## src/rtl/accel_pkg.sv

```systemverilog
// Shared types and constants for the accelerator dispatch controller:
// FSM states, response status codes and accelerator selectors.
package accel_pkg;

   typedef enum logic [2:0] {
      ST_IDLE,
      ST_LOAD,
      ST_ISSUE,
      ST_WAIT,
      ST_STORE,
      ST_RESP
   } state_t;

   typedef enum logic [1:0] {
      STAT_OK      = 2'b00,
      STAT_ACC_ERR = 2'b01,
      STAT_TIMEOUT = 2'b10,
      STAT_ILL_SEL = 2'b11
   } status_t;

   typedef enum logic [1:0] {
      SEL_CRYPTO  = 2'd0,
      SEL_DSP     = 2'd1,
      SEL_AI      = 2'd2,
      SEL_ILLEGAL = 2'd3
   } sel_t;

   // Bytes per operand block (data, parameters and result are all 16 bytes).
   localparam int NBYTES = 16;

endpackage

```

## src/rtl/accel_dispatch_controller.sv

```systemverilog
// Accepts a command, gathers data/parameter bytes from memory, runs one accelerator
// operation, optionally writes the result back (or keeps it for a fused follow-up), then responds.
module accel_dispatch_controller
   import accel_pkg::*;
#(
   parameter int TIMEOUT = 255,
   parameter int ADDR_W  = 8
) (
   input  logic              clk,
   input  logic              rst,
   input  logic              cmd_valid,
   output logic              cmd_ready,
   input  logic [1:0]        cmd_sel,
   input  logic [7:0]        cmd_op,
   input  logic              cmd_fuse,
   input  logic [ADDR_W-1:0] cmd_src,
   input  logic [ADDR_W-1:0] cmd_prm,
   input  logic [ADDR_W-1:0] cmd_dst,
   output logic              mem_req,
   output logic              mem_we,
   output logic [ADDR_W-1:0] mem_addr,
   output logic [7:0]        mem_wdata,
   input  logic [7:0]        mem_rdata,
   output logic [1:0]        acc_sel,
   output logic [7:0]        acc_op,
   output logic              acc_enable,
   output logic              acc_fusion,
   output logic [127:0]      acc_data,
   output logic [127:0]      acc_param,
   input  logic [127:0]      acc_result,
   input  logic              acc_done,
   input  logic              acc_error,
   output logic              resp_valid,
   input  logic              resp_ready,
   output logic [1:0]        resp_status
);

   localparam int TCW = $clog2(TIMEOUT + 1);
   localparam logic [TCW-1:0] TIMEOUT_V = TCW'(TIMEOUT);
   localparam logic [4:0] LAST_SLOT = 5'(2 * NBYTES - 1);

   state_t            state, state_nxt;
   sel_t              sel_q;
   logic [7:0]        op_q;
   logic              fuse_q;
   logic [ADDR_W-1:0] src_q, prm_q, dst_q;
   logic [127:0]      data_buf, prm_buf, res_buf;
   logic              res_vld;
   status_t           status_q;
   logic [5:0]        idx;
   logic [TCW-1:0]    tcnt;
   logic [TCW-1:0]    tcnt_inc;
   logic              timed_out;
   logic              issuing;
   logic              last_cap;
   logic              accept;
   logic              skip_data;

   // Read slot being returned this cycle: 0..15 data bytes, 16..31 parameter bytes.
   logic              rd_vld_p1;
   logic [4:0]        rd_slot_p1;

   assign accept    = (state == ST_IDLE) && cmd_valid;
   assign skip_data = cmd_fuse && res_vld;
   assign issuing   = (state == ST_LOAD) && !idx[5];
   assign last_cap  = rd_vld_p1 && (rd_slot_p1 == LAST_SLOT);
   assign tcnt_inc  = tcnt + 1'b1;
   assign timed_out = (tcnt_inc == TIMEOUT_V);

   assign acc_sel    = sel_q;
   assign acc_op     = op_q;
   assign acc_fusion = fuse_q;
   assign acc_data   = data_buf;
   assign acc_param  = prm_buf;

   always_ff @(posedge clk or posedge rst) begin
      if (rst) state <= ST_IDLE;
      else     state <= state_nxt;
   end

   always_comb begin
      state_nxt   = state;
      cmd_ready   = 1'b0;
      mem_req     = 1'b0;
      mem_we      = 1'b0;
      mem_addr    = '0;
      mem_wdata   = '0;
      acc_enable  = 1'b0;
      resp_valid  = 1'b0;
      resp_status = 2'b00;
      case (state)
         ST_IDLE: begin
            cmd_ready = 1'b1;
            if (cmd_valid) state_nxt = (cmd_sel == SEL_ILLEGAL) ? ST_RESP : ST_LOAD;
         end
         ST_LOAD: begin
            if (issuing) begin
               mem_req  = 1'b1;
               mem_addr = idx[4] ? (prm_q + ADDR_W'(idx[3:0])) : (src_q + ADDR_W'(idx[3:0]));
            end
            if (last_cap) state_nxt = ST_ISSUE;
         end
         ST_ISSUE: begin
            acc_enable = 1'b1;
            state_nxt  = ST_WAIT;
         end
         ST_WAIT: begin
            acc_enable = 1'b1;
            // Error outranks done, and a done in the final window cycle outranks the timeout.
            if (acc_error)      state_nxt = ST_RESP;
            else if (acc_done)  state_nxt = fuse_q ? ST_RESP : ST_STORE;
            else if (timed_out) state_nxt = ST_RESP;
         end
         ST_STORE: begin
            mem_req   = 1'b1;
            mem_we    = 1'b1;
            mem_addr  = dst_q + ADDR_W'(idx[3:0]);
            mem_wdata = res_buf[{idx[3:0], 3'b000} +: 8];
            if (idx[3:0] == 4'hF) state_nxt = ST_RESP;
         end
         ST_RESP: begin
            resp_valid  = 1'b1;
            resp_status = status_q;
            if (resp_ready) state_nxt = ST_IDLE;
         end
         default: state_nxt = ST_IDLE;
      endcase
   end

   always_ff @(posedge clk or posedge rst) begin
      if (rst) begin
         sel_q      <= SEL_CRYPTO;
         op_q       <= '0;
         fuse_q     <= 1'b0;
         src_q      <= '0;
         prm_q      <= '0;
         dst_q      <= '0;
         data_buf   <= '0;
         prm_buf    <= '0;
         res_buf    <= '0;
         res_vld    <= 1'b0;
         status_q   <= STAT_OK;
         idx        <= '0;
         tcnt       <= '0;
         rd_vld_p1  <= 1'b0;
         rd_slot_p1 <= '0;
      end else begin
         // ---- read-return stage: address issued last cycle, byte arrives now ----
         rd_vld_p1  <= issuing;
         rd_slot_p1 <= idx[4:0];
         case (state)
            ST_IDLE: begin
               if (accept) begin
                  sel_q    <= sel_t'(cmd_sel);
                  op_q     <= cmd_op;
                  fuse_q   <= cmd_fuse;
                  src_q    <= cmd_src;
                  prm_q    <= cmd_prm;
                  dst_q    <= cmd_dst;
                  idx      <= skip_data ? 6'd16 : 6'd0;
                  status_q <= (cmd_sel == SEL_ILLEGAL) ? STAT_ILL_SEL : STAT_OK;
                  if (skip_data) data_buf <= res_buf;
                  if (cmd_sel == SEL_ILLEGAL) res_vld <= 1'b0;
               end
            end
            ST_LOAD: begin
               if (issuing) idx <= idx + 1'b1;
               if (rd_vld_p1) begin
                  if (rd_slot_p1[4]) prm_buf[{rd_slot_p1[3:0], 3'b000} +: 8]  <= mem_rdata;
                  else               data_buf[{rd_slot_p1[3:0], 3'b000} +: 8] <= mem_rdata;
               end
            end
            ST_ISSUE: tcnt <= '0;
            ST_WAIT: begin
               tcnt <= tcnt_inc;
               if (acc_error) begin
                  status_q <= STAT_ACC_ERR;
                  res_vld  <= 1'b0;
               end else if (acc_done) begin
                  // Any successful result is chainable by the next fused command.
                  res_buf  <= acc_result;
                  res_vld  <= 1'b1;
                  status_q <= STAT_OK;
                  idx      <= '0;
               end else if (timed_out) begin
                  status_q <= STAT_TIMEOUT;
                  res_vld  <= 1'b0;
               end
            end
            ST_STORE: idx <= idx + 1'b1;
            default: ;
         endcase
      end
   end

endmodule

```

## config.mk

```make
export PLATFORM = sky130hd
export DESIGN_NAME = accel_dispatch_controller
export DESIGN_NICKNAME = d
export VERILOG_FILES = /design/src/rtl/accel_pkg.sv /design/src/rtl/accel_dispatch_controller.sv
export SDC_FILE = /design/constraint.sdc
export NUM_CORES = 1
export LEC_CHECK = 0
export BUFFER_PORTS_ARGS = -buffer_cell sky130_fd_sc_hd__buf_4
export CORE_ASPECT_RATIO = 1.2
export CORE_MARGIN = 2
export CORE_UTILIZATION = 45
export CTS_BUF_LIST = sky130_fd_sc_hd__clkbuf_8
export CTS_CLUSTER_DIAMETER = 150
export DETAILED_ROUTE_END_ITERATION = 6
export PLACE_DENSITY = 0.77
export SYNTH_ARGS = -nofsm -noshare
export SYNTH_HDL_FRONTEND = slang
export SYNTH_SLANG_ARGS = --single-unit
```

## constraint.sdc

```tcl
create_clock -name clk -period 30.8 [get_ports clk]
set_input_delay 9.24 -clock clk [delete_from_list [all_inputs] [get_ports clk]]
set_output_delay 9.24 -clock clk [all_outputs]
set_load 0.005 [all_outputs]
```

# After elaboration in Yosys (flattened, before gate mapping)
# Cells that the tools add are included.
# word_totals
reg_bits	445
input_bits	177
output_inout_bits	290
elab_cells	114
# classes
addsub	6
n_eq_ne	22
shift	3
muxes	47
n_bitwise	1
n_reduce_logical	19
# ops
cell	n
two-way mux 128 bit	4
bitwise mux 128 bit	2
one-hot mux 128 bit (2 select lines)	1
variable shift 8 x 9 -> 128 bit, first input constant	1
variable part select 128 x 8 -> 8 bit	1
variable part select 8 x 9 -> 128 bit	1
one-hot mux 8 bit (2 select lines)	2
adder 8 x 4 -> 8 bit	3
two-way mux 3 bit	8
two-way mux 6 bit	4
two-way mux 8 bit	3
one-hot mux 6 bit (4 select lines)	1
inequality test 2 bit, second input constant	11
one-hot mux 3 bit (6 select lines)	1
AND reduction 5 bit	3
two-way mux 2 bit	6
two-way mux 1 bit	11
negation 7 -> 9 bit	1
AND reduction 3 bit	3
adder 8 x 1 -> 8 bit, second input constant	1
equality test 8 bit, second input constant	1
adder 6 x 1 -> 6 bit, second input constant	1
equality test 3 x 2 -> 1 bit, second input constant	2
equality test 3 bit, second input constant	2
18 further kinds	24

# Depth between registers and ports, before layout
# Gate-level depths: netlist of run 1.
# depth
ltp_word	6
ltp_mapped	10
depth_no_buf	8

# Worst setup path after synthesis of run 1
# OpenSTA, ideal clock, no wires.
# synth_path
kind	register to output
start	reg idx[4]
end	out mem_addr[6]
t_arrival_ns	2.464
required_time_ns	21.560
slack_ns	19.096
path_stages_with_launch	10
cell_sequence	dfrtp_1 buf_1 mux2_2 ha_1 fa_1 a21o_1 a21oi_1 nor2_1 xor2_1 o22ai_1
# synth_via
elab_chain_len	3
# synth_rtl
element	line_no	source
from (decl)	accel_dispatch_controller.sv:50	logic [5:0] idx;
from (signal assigned)	accel_dispatch_controller.sv:160	idx <= skip_data ? 6'd16 : 6'd0;
from (signal assigned)	accel_dispatch_controller.sv:167	if (issuing) idx <= idx + 1'b1;
from (signal assigned)	accel_dispatch_controller.sv:190	ST_STORE: idx <= idx + 1'b1;
two-way mux 8 bit	accel_dispatch_controller.sv:99	mem_addr = idx[4] ? (prm_q + ADDR_W'(idx[3:0])) : (src_q + ADDR_W'(idx[3:0]));
two-way mux 8 bit	accel_dispatch_controller.sv:97	if (issuing) begin
one-hot mux 8 bit (2 select lines)	accel_dispatch_controller.sv:91	case (state)
to (decl)	accel_dispatch_controller.sv:21	output logic [ADDR_W-1:0] mem_addr,
# No other way between the ends.

# Worst setup path after layout of run 1
# layout_path
start	reg idx[0]
end	out mem_addr[7]
# layout_via
elab_chain_len	4
elab_cells_between_ends	6
cone_classes	add/sub (3); mux (3)
# layout_rtl
element	line_no
adder 8 x 4 -> 8 bit	accel_dispatch_controller.sv:99
two-way mux 8 bit	accel_dispatch_controller.sv:99
two-way mux 8 bit	accel_dispatch_controller.sv:97
one-hot mux 8 bit (2 select lines) *	accel_dispatch_controller.sv:91
# Every way passes the cells marked *; elsewhere a longest branch is shown, timed or not.

==> results.toml, run 1 <==
[min_path]
hold_class = "reg -> reg"
hold_depth = 1

[route]
drt-initial-drc-count = 1241
antenna_left = 0
vias = 16200
dr.pass1.iters = 5
drc_errors = 0
wirelength_mm = 74.9
viasPerCell = 5.93
wl_per_cell_um = 27.4

[clock_network]
post_cts_buffers = 0
cts_tree = "yes"
hold_buffers = 0
cts.sinks = 445
cts_buffers = 74
cts_max_level = 3
cts_root_buffer = "clkbuf_8"
clk_latency_ns = 0.65
cts.clk_slew.worst_paths_ns = 0.06
cts-resized-gates = 0
clockBufferDepth = 3

[critical_path]
crit_path_end = "mem_addr[7]"
worst-r2r-cell-count = 6
crit_slowest_cell = "dfrtp_2"
timing.rr.start = "state[0]"
crit_arrival_ns = 3.33
critPathLaunchType = "flip-flop"
crit_buf_inv = 1
rr_endpoint = "acc_param[72]"
cp_cell_sequence = "ha_1 -> a21oi_1 -> o211ai_1 -> or3b_2 -> xnor2_1 -> o22ai_1 -> buf_4"
cp_top_family = "flip-flops"
worstPathMaxFanout = 38
rrSetupSlack_ns = 26.99
setup.worst_path.start = "idx[0]"
cp.depth = 7
cp-end-kind = "primary output"
path_class = "reg -> out"
worstPathRequired_ns = 21.56
slowest_delay_ns = 1.10

[floorplanning]
fp.dieW_um = 199
chipHeight_um = 238
start_util_pct = 45.7
core_area_um2 = 45000
dieArea_um2 = 47400
rows = 85
io_pins = 467

[layout]
layout-drive-gt1-share_pct = 46.2
final_common_cell = "buf_4"
area_growth_pct = 26.5
nNetsFinal = 2252
layout_common_cells = "buf_4 (480), dfrtp_1 (443), mux2_2 (262), nand2_1 (149), o21ai_0 (110)"
final_cell_area_um2 = 26000
filler_cell_count = 3662

[logic_synthesis]
async_flop_share_pct = 100
syn-cell-area_um2 = 20600
synth_edf_count = 0
seq_area_frac_synth_pct = 54.1
synth_seq_cells = 445
synth_area_per_cell_um2 = 12.7
yosys_warnings = 0
syn_inst = 1618
ys_types = 71
syn_nets = 1811
synth_ff_type = "dfrtp_1"

[power]
powerDensity_nw_per_um2 = 81.2
combPwrFrac_pct = 34.7
seq_power_share_pct = 39.4
p_int_mw = 1.37
switching_share_pct = 35.1
pwr-share-clk_pct = 25.9
total_leakage_power_nw = 12.0
peakVddDrop_v = 0.0000737
p_switching_mw = 0.741

[timing]
skew_ns = 0.0437
finalCriticalPeriod_ns = 12.57
rsz0062_at_grt = "no"
tightest_slew_ns = 1.12
slew_violations = 0
relSlewSlack_pct = 25.1
fmax_mhz = 79.6
fin_crit_sh_pct = 40.8
hold_violations = 0
setup_viol = 0
tns_ns = 0

[placed_design]
gp_congestion = 0.975
dpl.hpwl_mm = 55.1
place_area_um2 = 24500
io_buffers = 466

[run_status]
status = "complete, no violations"

[grt]
grt_pass1_wl_mm = 108
grt_pass1_vias = 16300
grt_util_all_layers_pct = 31.6
overflow = 0
antenna_found_initial = 16
grt_max_degree = 191

[run]
cap_violations = 0
## synth_stat cells (all sizes together), types with 6 or more instances
cell	n	area (µm²)
nand2b	8	50.1
and2	14	87.6
nand3	27	135
ha	14	175
or2	15	93.8
buf	65	329
o22ai	51	333
nor2b	7	43.8
xnor2	9	78.8
nand4	8	50.1
a22oi	25	188
a21oi	25	200
o2bb2ai	24	210
nand2	151	582
o31ai	65	488
inv	15	56.3
o21ai	118	621
dfrtp	445	11100
mux2	298	3450
and3	6	37.5
mux4	40	901
nor3	11	70.1
a2bb2oi	42	418
nor2	26	128
clkbuf	51	191
## area by class of cell
type                            count  area, µm²  area share, %
Multi-Input combinational cell   1042       8880           34.1
Timing Repair Buffer              481       3620           13.9
Clock inverter                     33        229          0.880
Antenna cell                       10       25.0         0.0961
Tap cell                          609        762           2.93
Inverter                           15       63.8          0.245
Clock buffer                       95       1310           5.02
Sequential cell                   445      11100           42.8
## power by group through the flow
stage	Sequential, mW	Clock [mW]	Combinational [mW]
floorplan	0.792	0	0.430
global placement	0.833	0	0.711
detailed placement	0.839	0	0.728
CTS	0.831	0.553	0.732
global route	0.847	0.578	0.786
finish	0.833	0.547	0.734
## stage by stage
stage          std cells  util (%)  worst slack (ns)  hold slack [ns]  power (mW)
6_report            2730      57.9             18.23            0.492        2.11
3_5_place_dp        2592      54.4             18.88            0.475        1.57
5_1_grt             2726      57.8             18.02            0.500        2.21
4_1_cts             2720      57.8             18.15            0.493        2.12
3_3_place_gp        2592      54.4             18.92            0.475        1.54
2_1_floorplan       1618         -              9.16            0.426        1.22
## routing by layer
layer | GRT usage (%) | routed length (µm) | part of all wire, % | vias to the layer above
met3 | 10.5 | 8160 | 11 | 208
met5 | 0 | 103 | 0.14 | -
met1 | 37.8 | 27300 | 36 | 8125
met4 | 17.5 | 4190 | 5.6 | 14
li1 | - | - | - | 6914
met2 | 50.1 | 35100 | 47 | 929
## flip-flops by register name (all words and copies together), names as in the netlist
signal and count:
acc_op 8, idx 6, acc_param 128, dst_q 8, acc_fusion 1, res_buf 128
status_q 2, state 3, rd_vld_p1 1, prm_q 8, acc_sel 2, res_vld 1
src_q 8, acc_data 128, tcnt 8, rd_slot_p1 5
## logic make-up (layout without fill, tap and decap cells)
group,Yosys count,count (layout),synth area share (%)
muxes,343,343,21.4
AOI/OAI and AO/OA,383,383,13.3
DFF,445,445,54.1
xor gates and xnor gates,14,14,0.596
adders and majority gates,16,16,1.05
other,0,10,0
buffers and inverters,131,624,2.80
and+or+nand+nor,286,286,6.79
## worst min-delay path by stage
stage / startpoint / to
finish: acc_data[65] / acc_data[65]
global route: acc_data[65] / acc_data[65]
CTS: acc_param[41] / acc_param[41]
detailed placement: acc_data[66] / acc_data[66]
global placement: acc_data[49] / acc_data[49]
floorplan: idx[0] / rd_slot_p1[0]
(Power assumes the default switching activity.)
==> run 2, diff against run 1 <==
- PLACE_DENSITY: 0.77 -> 0.8
- clock period: 30.8 -> 10.95 ns (I/O delays scaled with it)
==> results.toml, run 2 (synthesis results as in run 1) <==
[run_status]
status = "complete, no violations"

[power]
switching_share_pct = 35.1
seq_power_share_pct = 39.7
total_leakage_power_nw = 12.0
p_int_mw = 3.82
peakVddDrop_v = 0.000170
p_switching_mw = 2.07
pwr-share-clk_pct = 25.2
powerDensity_nw_per_um2 = 227
combPwrFrac_pct = 35.0

[run]
cap_violations = 0

[clock_network]
clockBufferDepth = 3
clk_latency_ns = 0.64
cts_max_level = 3
cts_root_buffer = "clkbuf_8"
cts.clk_slew.worst_paths_ns = 0.06
cts.sinks = 445
cts_tree = "yes"
cts_buffers = 73
post_cts_buffers = 0
hold_buffers = 0
cts-resized-gates = 0

[floorplanning]
io_pins = 467
dieArea_um2 = 47400
chipHeight_um = 238
start_util_pct = 45.7
fp.dieW_um = 199
core_area_um2 = 45000
rows = 85

[timing]
skew_ns = 0.0242
setup_slack_ns = 4.35
tns_ns = 0
hold_violations = 0
fmax_mhz = 152
setup_viol = 0
rsz0062_at_grt = "no"
finalCriticalPeriod_ns = 6.60
relSlewSlack_pct = 25.1
whs_ns = 0.484
fin_crit_sh_pct = 60.3
slew_violations = 0
tightest_slew_ns = 1.12

[layout]
layout-drive-gt1-share_pct = 46.0
filler_cell_count = 3561
final_common_cell = "buf_4"
layout_common_cells = "buf_4 (479), dfrtp_1 (443), mux2_2 (262), nand2_1 (149), o21ai_0 (110)"
area_growth_pct = 26.1
nNetsFinal = 2251

[route]
wirelength_mm = 74.3
wl_per_cell_um = 27.3
drc_errors = 0
vias = 16300
drt-initial-drc-count = 1338
dr.pass1.iters = 7
viasPerCell = 6.00
antenna_left = 0

[critical_path]
critPathLaunchType = "flip-flop"
crit_arrival_ns = 3.31
worstPathRequired_ns = 7.67
cp-end-kind = "primary output"
worstPathMaxFanout = 14
path_class = "reg -> out"

[grt]
grt_pass1_vias = 16400
antenna_found_initial = 6
grt_util_all_layers_pct = 31.2
grt_max_degree = 187
overflow = 0
grt_pass1_wl_mm = 107

[placed_design]
gp_congestion = 0.970
dpl.hpwl_mm = 54.5
io_buffers = 466
pre_cts_ws_ns = 4.99

[min_path]
hold_class = "reg -> reg"
run 2: cell types whose count changed in the layout (fill, tap and decap cells not counted), sizes merged:
cell	previous run	this run
diode	10	4
clkinv	9	6
clkbuf	95	90
inv	34	36
clkinvlp	2	4
run 2: critical path: stages, from the launching register on:
cell and delay [ns]:
dfrtp_1 0.67, mux2_2 0.40, ha_1 0.22, fa_1 0.43
a21o_1 0.19, a21oi_1 0.22, nor2_1 0.09, xor2_1 0.15
o22ai_1 0.17, buf_4 0.14
run 2: final timing paths:
kind	startpoint	to	slack, ns	cells past startpoint
min in group asynchronous	rst	acc_data[0]	2.91	3
worst max-delay path	idx[4]	mem_addr[6]	4.35	9
worst max register to register	state[2]	res_buf[30]	7.15	7
max in group asynchronous	rst	acc_param[74]	6.37	4
worst min-delay path	acc_param[40]	acc_param[40]	0.48	2
worst min register to register	acc_param[40]	acc_param[40]	0.48	2
run 2: area by class of cell:
class                           instances  area [µm²]  share of cell area [%]
Sequential cell                       445       11100                    42.9
Multi-Input combinational cell       1042        8880                    34.2
Timing Repair Buffer                  481        3640                    14.0
Clock buffer                           90        1240                    4.77
Tap cell                              609         762                    2.94
Clock inverter                         34         225                   0.868
Inverter                               15        60.1                   0.231
Antenna cell                            4        10.0                  0.0386
run 2: layer usage:
layer,GRT usage (%),share of wire [%]
met1,38.3,37
met4,14.7,4.6
met2,50.7,48
met5,0,0.059
met3,8.76,10
run 2: power by group through the flow:
stage / clock network, mW / registers (mW) / logic (mW)
floorplan: 0 / 2.23 / 1.21
global placement: 0 / 2.34 / 2.00
detailed placement: 0 / 2.36 / 2.05
CTS: 1.51 / 2.34 / 2.06
global route: 1.58 / 2.39 / 2.20
finish: 1.48 / 2.34 / 2.06
run 2: per-stage QoR:
step           power (mW)  utilization, %  cell area (µm²)  cells
2_1_floorplan        3.44               -            20600   1618
3_3_place_gp         4.35            54.4            24500   2592
3_5_place_dp         4.41            54.4            24500   2592
4_1_cts              5.90            57.7            25900   2716
5_1_grt              6.17            57.7            25900   2719
6_report             5.89            57.7            25900   2720
==> run 3, diff against run 2 <==
- ABC_AREA: unset -> 1
- PLACE_DENSITY: 0.8 -> 0.77
- clock period: 10.95 -> 6.71 ns (I/O delays scaled with it)
==> results.toml, run 3 <==
[run_status]
status = "complete, no violations"

[logic_synthesis]
synth_top_cell_by_area = "dfrtp_1"
syn_inst = 2644
yosysMostFrequentCell = "nand2_1"
synth.top_cell.area_share_pct = 52.2
synth_ff_type = "dfrtp_1"
synth_edf_count = 0
yosys_warnings = 0
seq_area_frac_synth_pct = 52.2
synth_area_leaders = "dfrtp_1 (52%), nand2_1 (17%), o21ai_0 (5.4%)"
synthTopCellsByCount = "nand2_1 (954), dfrtp_1 (445), o21ai_0 (231), nor2_1 (190), inv_1 (164)"
syn_nets = 2837
syn-cell-area_um2 = 21300
synth_seq_cells = 445
ys_types = 43
async_flop_share_pct = 100
synth_area_per_cell_um2 = 8.07

[grt]
overflow = 0
grt_pass1_wl_mm = 122
grt_util_all_layers_pct = 33.3
grt_max_degree = 173
antenna_found_initial = 3
grt_pass1_vias = 19800

[timing]
tightest_slew_ns = 1.15
skew_ns = 0.0342
fmax_mhz = 174
fin_crit_sh_pct = 85.9
setup_viol = 0
slew_violations = 0
hold_violations = 0
rsz0062_at_grt = "no"
relSlewSlack_pct = 23.5
finalCriticalPeriod_ns = 5.76
tns_ns = 0

[route]
dr.pass1.iters = 6
wl_per_cell_um = 22.2
antenna_left = 0
vias = 20600
viasPerCell = 5.50
wirelength_mm = 83.1
drc_errors = 0
drt-initial-drc-count = 2034

[clock_network]
post_cts_buffers = 0
cts_tree = "yes"
hold_buffers = 0
clk_latency_ns = 0.68
cts-resized-gates = 0
cts_max_level = 3
clockBufferDepth = 3
cts_buffers = 73
cts.clk_slew.worst_paths_ns = 0.06
cts_root_buffer = "clkbuf_8"
cts.sinks = 445

[power]
total_power_mw = 10.8
peakVddDrop_v = 0.000238
powerDensity_nw_per_um2 = 404
total_leakage_power_nw = 13.5

[min_path]
hold_class = "reg -> reg"

[layout]
layout-drive-gt1-share_pct = 22.9
post-route-util_pct = 56.7
fin_cells = 3746
final_cell_area_um2 = 26600
layout_common_cells = "nand2_1 (953), buf_4 (472), dfrtp_1 (443), o21ai_0 (231), nor2_1 (189)"
area_growth_pct = 24.6
nNetsFinal = 3269
final_common_cell = "nand2_1"

[placed_design]
io_buffers = 466
gp_congestion = 0.924
place_area_um2 = 25200
place_inst = 3624
dpl.hpwl_mm = 62.5

[floorplanning]
chipHeight_um = 243
core_area_um2 = 46900
start_util_pct = 45.5
io_pins = 467
fp.dieW_um = 203
rows = 87
dieArea_um2 = 49200

[critical_path]
worstPathRequired_ns = 4.70
critPathLaunchType = "flip-flop"
crit_slowest_cell = "dfrtp_2"
cp_top_family = "flip-flops"
crit_arrival_ns = 3.75
path_class = "reg -> out"
cp-end-kind = "primary output"
cp_cell_sequence = "clkinv_1 -> a21oi_1 -> o21ai_0 -> nand3_1 -> nand3_1 -> a21oi_1 -> buf_4"
slowest_delay_ns = 1.01
crit_buf_inv = 2
worstPathMaxFanout = 55

[run]
cap_violations = 0
run 3: changes by cell type in the layout (fill, tap and decap cells not counted), moves of 25 or more:
cell	before	now
a22oi_1	25	0
nand3_1	27	120
o21ai_0	110	231
a21oi_1	17	153
mux4_2	40	0
mux2_2	262	59
o31ai_1	65	27
inv_1	36	178
a2bb2oi_1	33	0
nand2_1	149	953
o22ai_1	50	14
nor2_1	19	189
run 3: kinds of logic after synthesis:
family	count (synthesis)	synth area share [%]
simple gates	1324	25.0
fa+ha+maj	16	1.01
flops	445	52.2
buf+inv	319	6.08
xor+xnor	3	0.123
compound gates	478	12.5
mux	59	3.11
run 3: final cells by class:
cell class                      count  area [µm²]
Tap cell                          623         779
Inverter                          200         758
Sequential cell                   445       11100
Multi-Input combinational cell   1880        8920
Antenna cell                        3        7.51
Clock buffer                       85        1170
Fill cell                        4278       20300
Timing Repair Buffer              476        3620
Clock inverter                     34         188
run 3: tightest hold or removal path, delay by kind of cell (launching register included):
kind | cells | cell delay, ns
AND/OR/NAND/NOR | 2 | 0.09
flip-flops | 1 | 0.34
run 3: path summary, 6_finish.rpt:
| check | end | cells past startpoint | start | slack [ns] |
|---|---|---|---|---|
| max in group asynchronous | res_buf[17] | 3 | rst | 3.77 |
| min in group asynchronous | res_buf[125] | 2 | rst | 1.51 |
| setup / recovery | mem_wdata[1] | 7 | idx[1] | 0.95 |
| setup reg to reg | acc_param[67] | 10 | rd_slot_p1[0] | 2.64 |
| hold / removal | acc_param[98] | 2 | acc_param[98] | 0.47 |
| hold reg to reg | acc_param[98] | 2 | acc_param[98] | 0.47 |
run 3: power breakdown:
part / switching (mW) / total, mW / internal (mW)
Sequential: 0.730 / 4.20 / 3.47
Combinational: 2.69 / 4.25 / 1.56
Clock: 1.14 / 2.30 / 1.16
run 3: routing by layer:
layer / wire (µm) / global-route usage [%] / part of all wire (%) / vias to the layer above
met4: 4760 / 18.6 / 5.7 / 0
met1: 31500 / 40.9 / 38 / 9864
met3: 7070 / 6.48 / 8.5 / 217
met5: 0 / 0 / 0 / -
met2: 39800 / 55.0 / 48 / 1109
li1: - / - / - / 9399
run 3: stage by stage:
stage | hold slack, ns | worst slack [ns]
finish | 0.470 | 0.947
global route | 0.490 | 0.754
CTS | 0.475 | 1.03
detailed placement | 0.459 | 1.74
global placement | 0.457 | 1.89
floorplan | 0.349 | -1.32
